File: config.mk
export PLATFORM = sky130hd
export DESIGN_NAME = regfile_mp
export DESIGN_NICKNAME = d
export VERILOG_FILES = /design/src/rtl/regfile_pkg.sv /design/src/rtl/regfile_clr_seq.sv /design/src/rtl/regfile_mp.sv
export SDC_FILE = /design/constraint.sdc
export NUM_CORES = 2
export LEC_CHECK = 0
export CORE_MARGIN = 2
export CORE_UTILIZATION = 40
export DETAILED_ROUTE_END_ITERATION = 8
export PLACE_DENSITY = 0.6
export SLEW_MARGIN = 40
export SYNTH_ARGS = -nofsm -noshare
export SYNTH_HDL_FRONTEND = slang
export SYNTH_SLANG_ARGS = --single-unit
File: constraint.sdc
create_clock -name clk -period 2.8 [get_ports clk]
set_input_delay 0.42 -clock clk [delete_from_list [all_inputs] [get_ports clk]]
set_output_delay 0.42 -clock clk [all_outputs]
set_load 0.01 [all_outputs]
File: src/rtl/regfile_pkg.sv
// Shared types and default sizing for the multi-port register file.
package regfile_pkg;

    localparam int RF_DATA_W   = 32;
    localparam int RF_ADDR_W   = 5;
    localparam int RF_NUM_READ = 2;

    typedef enum logic [0:0] {
        RF_IDLE  = 1'b0,
        RF_CLEAR = 1'b1
    } rf_state_e;

endpackage

File: src/rtl/regfile_clr_seq.sv
// Clear sequencer: walks a pointer over registers 1..DEPTH-1, one per cycle.
// clr_start pulses in the cycle a request is accepted; clr_busy marks the walk.
module regfile_clr_seq
    import regfile_pkg::*;
#(
    parameter int ADDR_W = RF_ADDR_W
)(
    input  logic              clk,
    input  logic              rst_n,
    input  logic              clr_req,
    output logic              clr_busy,
    output logic              clr_start,
    output logic [ADDR_W-1:0] clr_ptr
);

    localparam logic [ADDR_W-1:0] FIRST_PTR = ADDR_W'(1'b1);
    localparam logic [ADDR_W-1:0] LAST_PTR  = {ADDR_W{1'b1}};
    localparam logic [ADDR_W-1:0] ZERO_PTR  = {ADDR_W{1'b0}};

    rf_state_e         state_r;
    rf_state_e         state_nxt_s;
    logic [ADDR_W-1:0] ptr_r;
    logic [ADDR_W-1:0] ptr_nxt_s;

    // State and pointer registers
    always_ff @(posedge clk or negedge rst_n) begin
        if (!rst_n) begin
            state_r <= RF_IDLE;
            ptr_r   <= ZERO_PTR;
        end else begin
            state_r <= state_nxt_s;
            ptr_r   <= ptr_nxt_s;
        end
    end

    // Next-state logic; the walk exits on the last register so ptr never wraps
    always_comb begin
        state_nxt_s = state_r;
        ptr_nxt_s   = ptr_r;
        case (state_r)
            RF_IDLE: begin
                if (clr_req) begin
                    state_nxt_s = RF_CLEAR;
                    ptr_nxt_s   = FIRST_PTR;
                end else begin
                    state_nxt_s = RF_IDLE;
                    ptr_nxt_s   = ZERO_PTR;
                end
            end
            RF_CLEAR: begin
                if (ptr_r == LAST_PTR) begin
                    state_nxt_s = RF_IDLE;
                    ptr_nxt_s   = ZERO_PTR;
                end else begin
                    state_nxt_s = RF_CLEAR;
                    ptr_nxt_s   = ptr_r + ADDR_W'(1'b1);
                end
            end
            default: begin
                state_nxt_s = RF_IDLE;
                ptr_nxt_s   = ZERO_PTR;
            end
        endcase
    end

    // Output decode from the state register
    always_comb begin
        clr_busy  = (state_r == RF_CLEAR);
        clr_start = (state_r == RF_IDLE) && clr_req;
        clr_ptr   = ptr_r;
    end

endmodule

File: src/rtl/regfile_mp.sv
// Multi-read-port register file with hardwired zero register, pending-write
// scoreboard and sequenced clear. Optional bypass: define REGFILE_BYPASS_EN.
module regfile_mp
    import regfile_pkg::*;
#(
    parameter int DATA_W   = RF_DATA_W,
    parameter int ADDR_W   = RF_ADDR_W,
    parameter int NUM_READ = RF_NUM_READ
)(
    input  logic                         clk,
    input  logic                         rst_n,
    input  logic                         we,
    input  logic [ADDR_W-1:0]            waddr,
    input  logic [DATA_W-1:0]            wdata,
    input  logic [NUM_READ*ADDR_W-1:0]   raddr,
    output logic [NUM_READ*DATA_W-1:0]   rdata,
    output logic [NUM_READ-1:0]          rd_busy,
    input  logic                         issue_valid,
    input  logic [ADDR_W-1:0]            issue_addr,
    input  logic                         clr_req,
    output logic                         clr_busy
);

    localparam int                DEPTH    = 2 ** ADDR_W;
    localparam logic [DEPTH-1:0]  BIT0     = {{(DEPTH-1){1'b0}}, 1'b1};
    localparam logic [ADDR_W-1:0] ZERO_ADR = {ADDR_W{1'b0}};

    logic [DATA_W-1:0] regs_r [DEPTH];
    logic [DEPTH-1:0]  sb_r;
    logic [DEPTH-1:0]  sb_nxt_s;
    logic [DEPTH-1:0]  wr_mask_s;
    logic [DEPTH-1:0]  iss_mask_s;
    logic              wr_en_s;
    logic              iss_en_s;
    logic              clr_busy_s;
    logic              clr_start_s;
    logic [ADDR_W-1:0] clr_ptr_s;

    regfile_clr_seq #(.ADDR_W(ADDR_W)) u_clr_seq (
        .clk       (clk),
        .rst_n     (rst_n),
        .clr_req   (clr_req),
        .clr_busy  (clr_busy_s),
        .clr_start (clr_start_s),
        .clr_ptr   (clr_ptr_s)
    );

    assign clr_busy = clr_busy_s;

    // Qualified write/issue strobes; register 0 and an active clear block both
    always_comb begin
        wr_en_s    = we && (waddr != ZERO_ADR) && !clr_busy_s;
        iss_en_s   = issue_valid && (issue_addr != ZERO_ADR) && !clr_busy_s;
        wr_mask_s  = wr_en_s  ? (BIT0 << waddr)      : {DEPTH{1'b0}};
        iss_mask_s = iss_en_s ? (BIT0 << issue_addr) : {DEPTH{1'b0}};
    end

    // Scoreboard next value: the issue is the newer writer, so it beats a retiring write
    always_comb begin
        sb_nxt_s = clr_start_s ? {DEPTH{1'b0}} : ((sb_r & ~wr_mask_s) | iss_mask_s);
    end

    // Scoreboard register
    always_ff @(posedge clk or negedge rst_n) begin
        if (!rst_n) begin
            sb_r <= {DEPTH{1'b0}};
        end else begin
            sb_r <= sb_nxt_s;
        end
    end

    // Register array: the clear walk owns the write port while it runs
    always_ff @(posedge clk or negedge rst_n) begin
        if (!rst_n) begin
            for (int k = 0; k < DEPTH; k++) begin
                regs_r[k] <= {DATA_W{1'b0}};
            end
        end else if (clr_busy_s) begin
            regs_r[clr_ptr_s] <= {DATA_W{1'b0}};
        end else if (wr_en_s) begin
            regs_r[waddr] <= wdata;
        end
    end

    for (genvar i = 0; i < NUM_READ; i++) begin : g_rd
        logic [ADDR_W-1:0] ra_s;
        logic [DATA_W-1:0] stored_s;

        assign ra_s     = raddr[i*ADDR_W +: ADDR_W];
        assign stored_s = (ra_s == ZERO_ADR) ? {DATA_W{1'b0}} : regs_r[ra_s];
`ifdef REGFILE_BYPASS_EN
        logic byp_s;

        assign byp_s                     = wr_en_s && (ra_s == waddr);
        assign rdata[i*DATA_W +: DATA_W] = byp_s ? wdata : stored_s;
        assign rd_busy[i]                = byp_s ? (iss_en_s && (issue_addr == waddr)) : sb_r[ra_s];
`else
        assign rdata[i*DATA_W +: DATA_W] = stored_s;
        assign rd_busy[i]                = sb_r[ra_s];
`endif
    end

endmodule
* After elaboration in Yosys (flattened, before gate mapping)
Cells that the tools add are included.
Word-level totals: bits in registers 1062, output and inout port bits 67, word-level logic and storage cells 98
Operators by class: add/subtract/negate cells 1, $lt $le $gt $ge 8, equal/unequal tests 1, shift-type cells 2, multiplexer cells 28, bitwise logic cells 10, reduce and logical (&&, ||, !) cells 13
Operators by type and width (number):
- 1024-bit 2-to-1 mux | 2
- 1024-bit AND | 1
- 1024-bit bitwise mux | 1
- 1024-bit inverter | 1
- 32-bit 2-to-1 mux | 11
- 32-bit binary-select mux with 5-bit select | 2
- 32-bit demux with 5-bit select | 2
- 1-bit by 5-bit << shifter with 32-bit output (first input constant) | 2
- 32-bit AND | 1
- 32-bit inverter | 1
- 32-bit bitwise OR | 1
- 6-bit greater-or-equal comparator (second input constant) | 4
- 5-bit inverter with 6-bit output | 4
- 5-bit by 6-bit < comparator with 1-bit output (second input constant) | 2
- 6-bit by 1-bit < comparator with 1-bit output (second input constant) | 2
- 1-bit binary-select mux with 5-bit select | 2
- 5-bit logical NOT | 2
- 5-bit one-hot mux with 2 select lines | 1
- 5-bit nonzero test | 2
- 1-bit logical AND | 7
- 5-bit by 1-bit adder with 5-bit output (second input constant) | 1
- 5-bit == test (second input constant) | 1
- 1-bit 2-to-1 mux | 5
- 5-bit 2-to-1 mux | 1
- other kinds (4) | 4

* Longest topological paths before layout
word-level depth 8, gate-level depth with buffers 8, gate-level depth less buffers 5

* Modules after synthesis
From an unflattened synthesis, not the netlist that was laid out.
Second synthesis, totals: cell total of the unflattened synthesis 3977, area, all modules 54841.3 um^2
By module, submodules not included:
- regfile_mp | instances 1, cells each 3953, area each 54559.8 um^2, sequential area each 26425.3 um^2
- regfile_clr_seq | instances 1, cells each 24, area each 281.5 um^2, sequential area each 150.1 um^2

* Least setup slack after synthesis
No wires, ideal clock.
path type input port to output port, start in raddr[6], end out rd_busy[1], data arrival time 2.060 ns, setup slack 0.320 ns, cell stages on the path 6, path buffers 3, cells stage by stage buf_2 -> buf_4 -> buf_2 -> mux4_2 -> mux4_2 -> mux2_2
Between the ends: cells in the longest elaborated chain, start to end 2
RTL lines:
- start: declaration | line regfile_mp.sv:15 | input logic [NUM_READ*ADDR_W-1:0] raddr,
- 1-bit binary-select mux with 5-bit select | line regfile_mp.sv:99 | assign rd_busy[i] = sb_r[ra_s];
- 1-bit 2-to-1 mux (implied by the code) | line regfile_mp.sv:99
- end: declaration | line regfile_mp.sv:17 | output logic [NUM_READ-1:0] rd_busy,
Every way passes these cells. The select of a mux whose other input is x is not followed.

* Final worst setup path
start reg regs_r[572] (netlist name), end out rdata[60]
Between the ends: cells in the longest elaborated chain, start to end 4
RTL lines:
- start: declaration | line regfile_mp.sv:28 | logic [DATA_W-1:0] regs_r [DEPTH];
- start signal: indexed assignment | line regfile_mp.sv:76 | regs_r[k] <= {DATA_W{1'b0}};
- start signal: indexed assignment | line regfile_mp.sv:79 | regs_r[clr_ptr_s] <= {DATA_W{1'b0}};
- start signal: indexed assignment | line regfile_mp.sv:81 | regs_r[waddr] <= wdata;
- 32-bit binary-select mux with 5-bit select | line regfile_mp.sv:90 | assign stored_s = (ra_s == ZERO_ADR) ? {DATA_W{1'b0}} : regs_r[ra_s];
- 32-bit 2-to-1 mux (implied by the code) (2 in series) | line regfile_mp.sv:90
- 32-bit 2-to-1 mux | line regfile_mp.sv:90
- end: declaration | line regfile_mp.sv:16 | output logic [NUM_READ*DATA_W-1:0] rdata,
Every way passes these cells. The select of a mux whose other input is x is not followed.

==> flow_summary.json <==
{
  "finalNonFillerCells": 6274,
  "skew_ns": 0.05662,
  "nNetsFinal": 4447,
  "slew_violations": 0,
  "arrival_ns": 2.55,
  "drt_iter0_markers": 5721,
  "grt_max_degree": 123,
  "syn-num-nets": 4046,
  "worst_pin_slew_ns": 0.8393,
  "numCtsBuffers": 114,
  "die_y_um": 374.7,
  "drt-wirelength-per-cell_um": 36.35,
  "fin_ws_ns": -0.1741,
  "finalCritPeriodShare": 1.062,
  "vias_per_cell": 7.111,
  "rr_startpoint": "u_clr_seq.clr_ptr[0]$_DFF_PN0_",
  "yosys.area_share.simple": 0.03071,
  "numPortBuffers": 123,
  "placed_cells": 5990,
  "r2r_cells": 6,
  "outcome": "finished with violations",
  "synth_compound_area_frac": 0.2145,
  "fin_setup_tns_ns": -2.534,
  "synth_cells": 3984,
  "ff2ff_setup_slack_ns": 0.35,
  "async_reset_ff_frac": 1.000,
  "layout_commonest_cell": "dfrtp_1",
  "power_density_nw_per_um2": 587.8,
  "met3_wirelength_mm": 26.40,
  "synth_xor_area_frac": 0.0003187,
  "die_w_um": 374.7,
  "dieArea_um2": 140400,
  "synth.ff_latch_count": 1062,
  "clkTransAtPathRegs_ns": 0.07,
  "fin_util": 0.5071,
  "synth-warning-count": 0,
  "dr_wl_met2_mm": 100.3,
  "wl_mm": 228.0,
  "end_kind": "primary output",
  "drt_pass1_iterations": 5,
  "multi_input_area_um2": 28530,
  "cts_htree_levels": 3,
  "rows": 136,
  "place_congestion": 0.9115,
  "vdd.ir_drop.worst_mv": 0.5397,
  "regArea_um2": 26580,
  "boundaryPins": 124,
  "synth_edf_count": 0,
  "post_dp_cell_area_um2": 63190,
  "drv_cap": 0,
  "cts_root_buf": "clkbuf_16",
  "hold_violations": 0,
  "ys.flop_type": "dfrtp_1",
  "final.min_clock_period_ns": 2.974,
  "synth_area_um2": 54960,
  "grt_first_pass_wirelength_mm": 329.1,
  "drive_above_1_share": 0.4000,
  "drt-met1-wl_mm": 86.56,
  "coreArea_um2": 137000,
  "area_growth_pct": 26.39,
  "layout_common_cells": "dfrtp_1, a22o_1, buf_4",
  "top_layer": "met5",
  "synthAdderAreaFrac": 0.001138,
  "path_max_fanout": 3,
  "clk_latency_ns": 0.78,
  "cts_tree": "yes",
  "grt_overflow_total": 0,
  "synth_mux_area_frac": 0.2286,
  "fill_cells": 11360,
  "antenna_found_initial": 4,
  "initial_core_util": 0.4012,
  "rsz0062_at_grt": "true",
  "synth_seq_area_share": 0.4835,
  "cts_max_path_buffers": 3,
  "synth.distinct_cells": 52,
  "power.leakage_nw": 30.65,
  "drc": 0,
  "path_class": "flip-flop to primary output",
  "clkSinkCount": 1062,
  "worstReg2RegEnd": "regs_r[569]$_DFFE_PN0P_",
  "grtUsageTotal": 0.3211,
  "hpwl_mm": 143.2,
  "violations": "negative setup slack",
  "worst_setup_path_start_kind": "flip-flop",
  "fmax_ghz": 0.3362,
  "grt_pass1_vias": 45330,
  "design_area_um2": 69470,
  "vias": 44620,
  "setup_viol": 43,
  "syn_area_per_cell_um2": 13.80,
  "pre_cts_ws_ns": -0.7238,
  "cp.required_ns": 2.38,
  "max-slew-margin-rel": 0.4404,
  "synth_top_family_by_area": "multiplexers",
  "drtAntennaViolNets": 0,
  "holdCritPathClass": "input pin to async pin"
}
==> final cells by class <==
| cell class | instances | share of cell area |
|---|---|---|
| clock buffer | 148 | 0.04582 |
| tap | 1794 | 0.03231 |
| timing repair buffer | 804 | 0.1162 |
| clock inverter | 60 | 0.01147 |
| antenna | 3 | 0.0001081 |
| sequential | 1062 | 0.3826 |
| inverter | 16 | 0.0009006 |
| multi-input combinational | 2387 | 0.4107 |
==> registers in the layout (all words and copies together), names as in the netlist <==
register and cells:
u_clr_seq.clr_busy 1, u_clr_seq.clr_ptr 5, regs_r 1024, sb_r 32
==> cells in the mapped netlist (16+ instances only) <==
master | n | share of area
a22oi_1 | 66 | 0.0090
dfrtp_1 | 1062 | 0.48
a211oi_1 | 64 | 0.0087
nor2b_1 | 82 | 0.0093
nand2_1 | 49 | 0.0033
a221oi_1 | 48 | 0.0076
a311oi_1 | 64 | 0.010
buf_2 | 142 | 0.013
nor2_1 | 42 | 0.0029
o21ai_0 | 125 | 0.011
a22o_1 | 992 | 0.16
mux4_2 | 468 | 0.19
o2111ai_1 | 16 | 0.0025
and2_1 | 42 | 0.0048
inv_1 | 16 | 0.0011
mux2i_1 | 128 | 0.023
clkbuf_1 | 354 | 0.024
a21oi_1 | 37 | 0.0034
mux2_2 | 66 | 0.014
==> power breakdown <==
part           leakage, nW  switching [mW]  internal, mW
sequential            14.7           0.654          16.1
combinational         14.0            4.71          3.14
clock                 1.95            6.85          9.41
==> cell families after synthesis <==
logic type	Yosys count
simple gates	283
flops	1062
mux	662
buf+inv	535
xor+xnor	2
compound gates	1435
fa+ha+maj	5
==> how the worst max path moves through the flow <==
stage | startpoint | to | slack, ns | cells after the start
global route | regs_r[572]$_DFFE_PN0P_ | rdata[60] | -0.20 | 7
finish | regs_r[572]$_DFFE_PN0P_ | rdata[60] | -0.17 | 7
floorplan | raddr[6] | rd_busy[1] | 0.32 | 6
global placement | raddr[5] | rdata[33] | -0.98 | 8
CTS | regs_r[572]$_DFFE_PN0P_ | rdata[60] | -0.21 | 7
detailed placement | raddr[5] | rdata[54] | -0.72 | 9
==> layer usage <==
metal | GRT usage | vias up
met3 | 0.08521 | 790
met2 | 0.4695 | 3383
met1 | 0.4316 | 23440
met4 | 0.1862 | 4
met5 | 0.002744 | -
li1 | - | 17000
==> worst max-delay path: stages (launching register included) <==
cell and delay, ns:
dfrtp_1 0.40, mux4_2 0.48, mux2_4 0.29, o21ai_2 0.14, buf_6 0.13, a311oi_2 0.04
buf_4 0.19, buf_6 0.11
==> repair_timing <==
action,4_1_cts,5_1_grt
endpoints found under the setup margin,66,65
buffers inserted,78,33
pin swaps,103,55
resized for setup,615,137
gates cloned,1,0
hold buffers,1,0
hold endpoints to repair,155,0
==> stage by stage <==
step | hold slack, ns | total power, mW
2_1_floorplan | 0.1244 | 20.12
3_3_place_gp | 0.3672 | 24.16
3_5_place_dp | 0.3673 | 24.23
4_1_cts | 0.1834 | 40.58
5_1_grt | 0.2368 | 41.86
6_report | 0.2030 | 40.83
No activity file was read; power rests on OpenSTA's default activity.
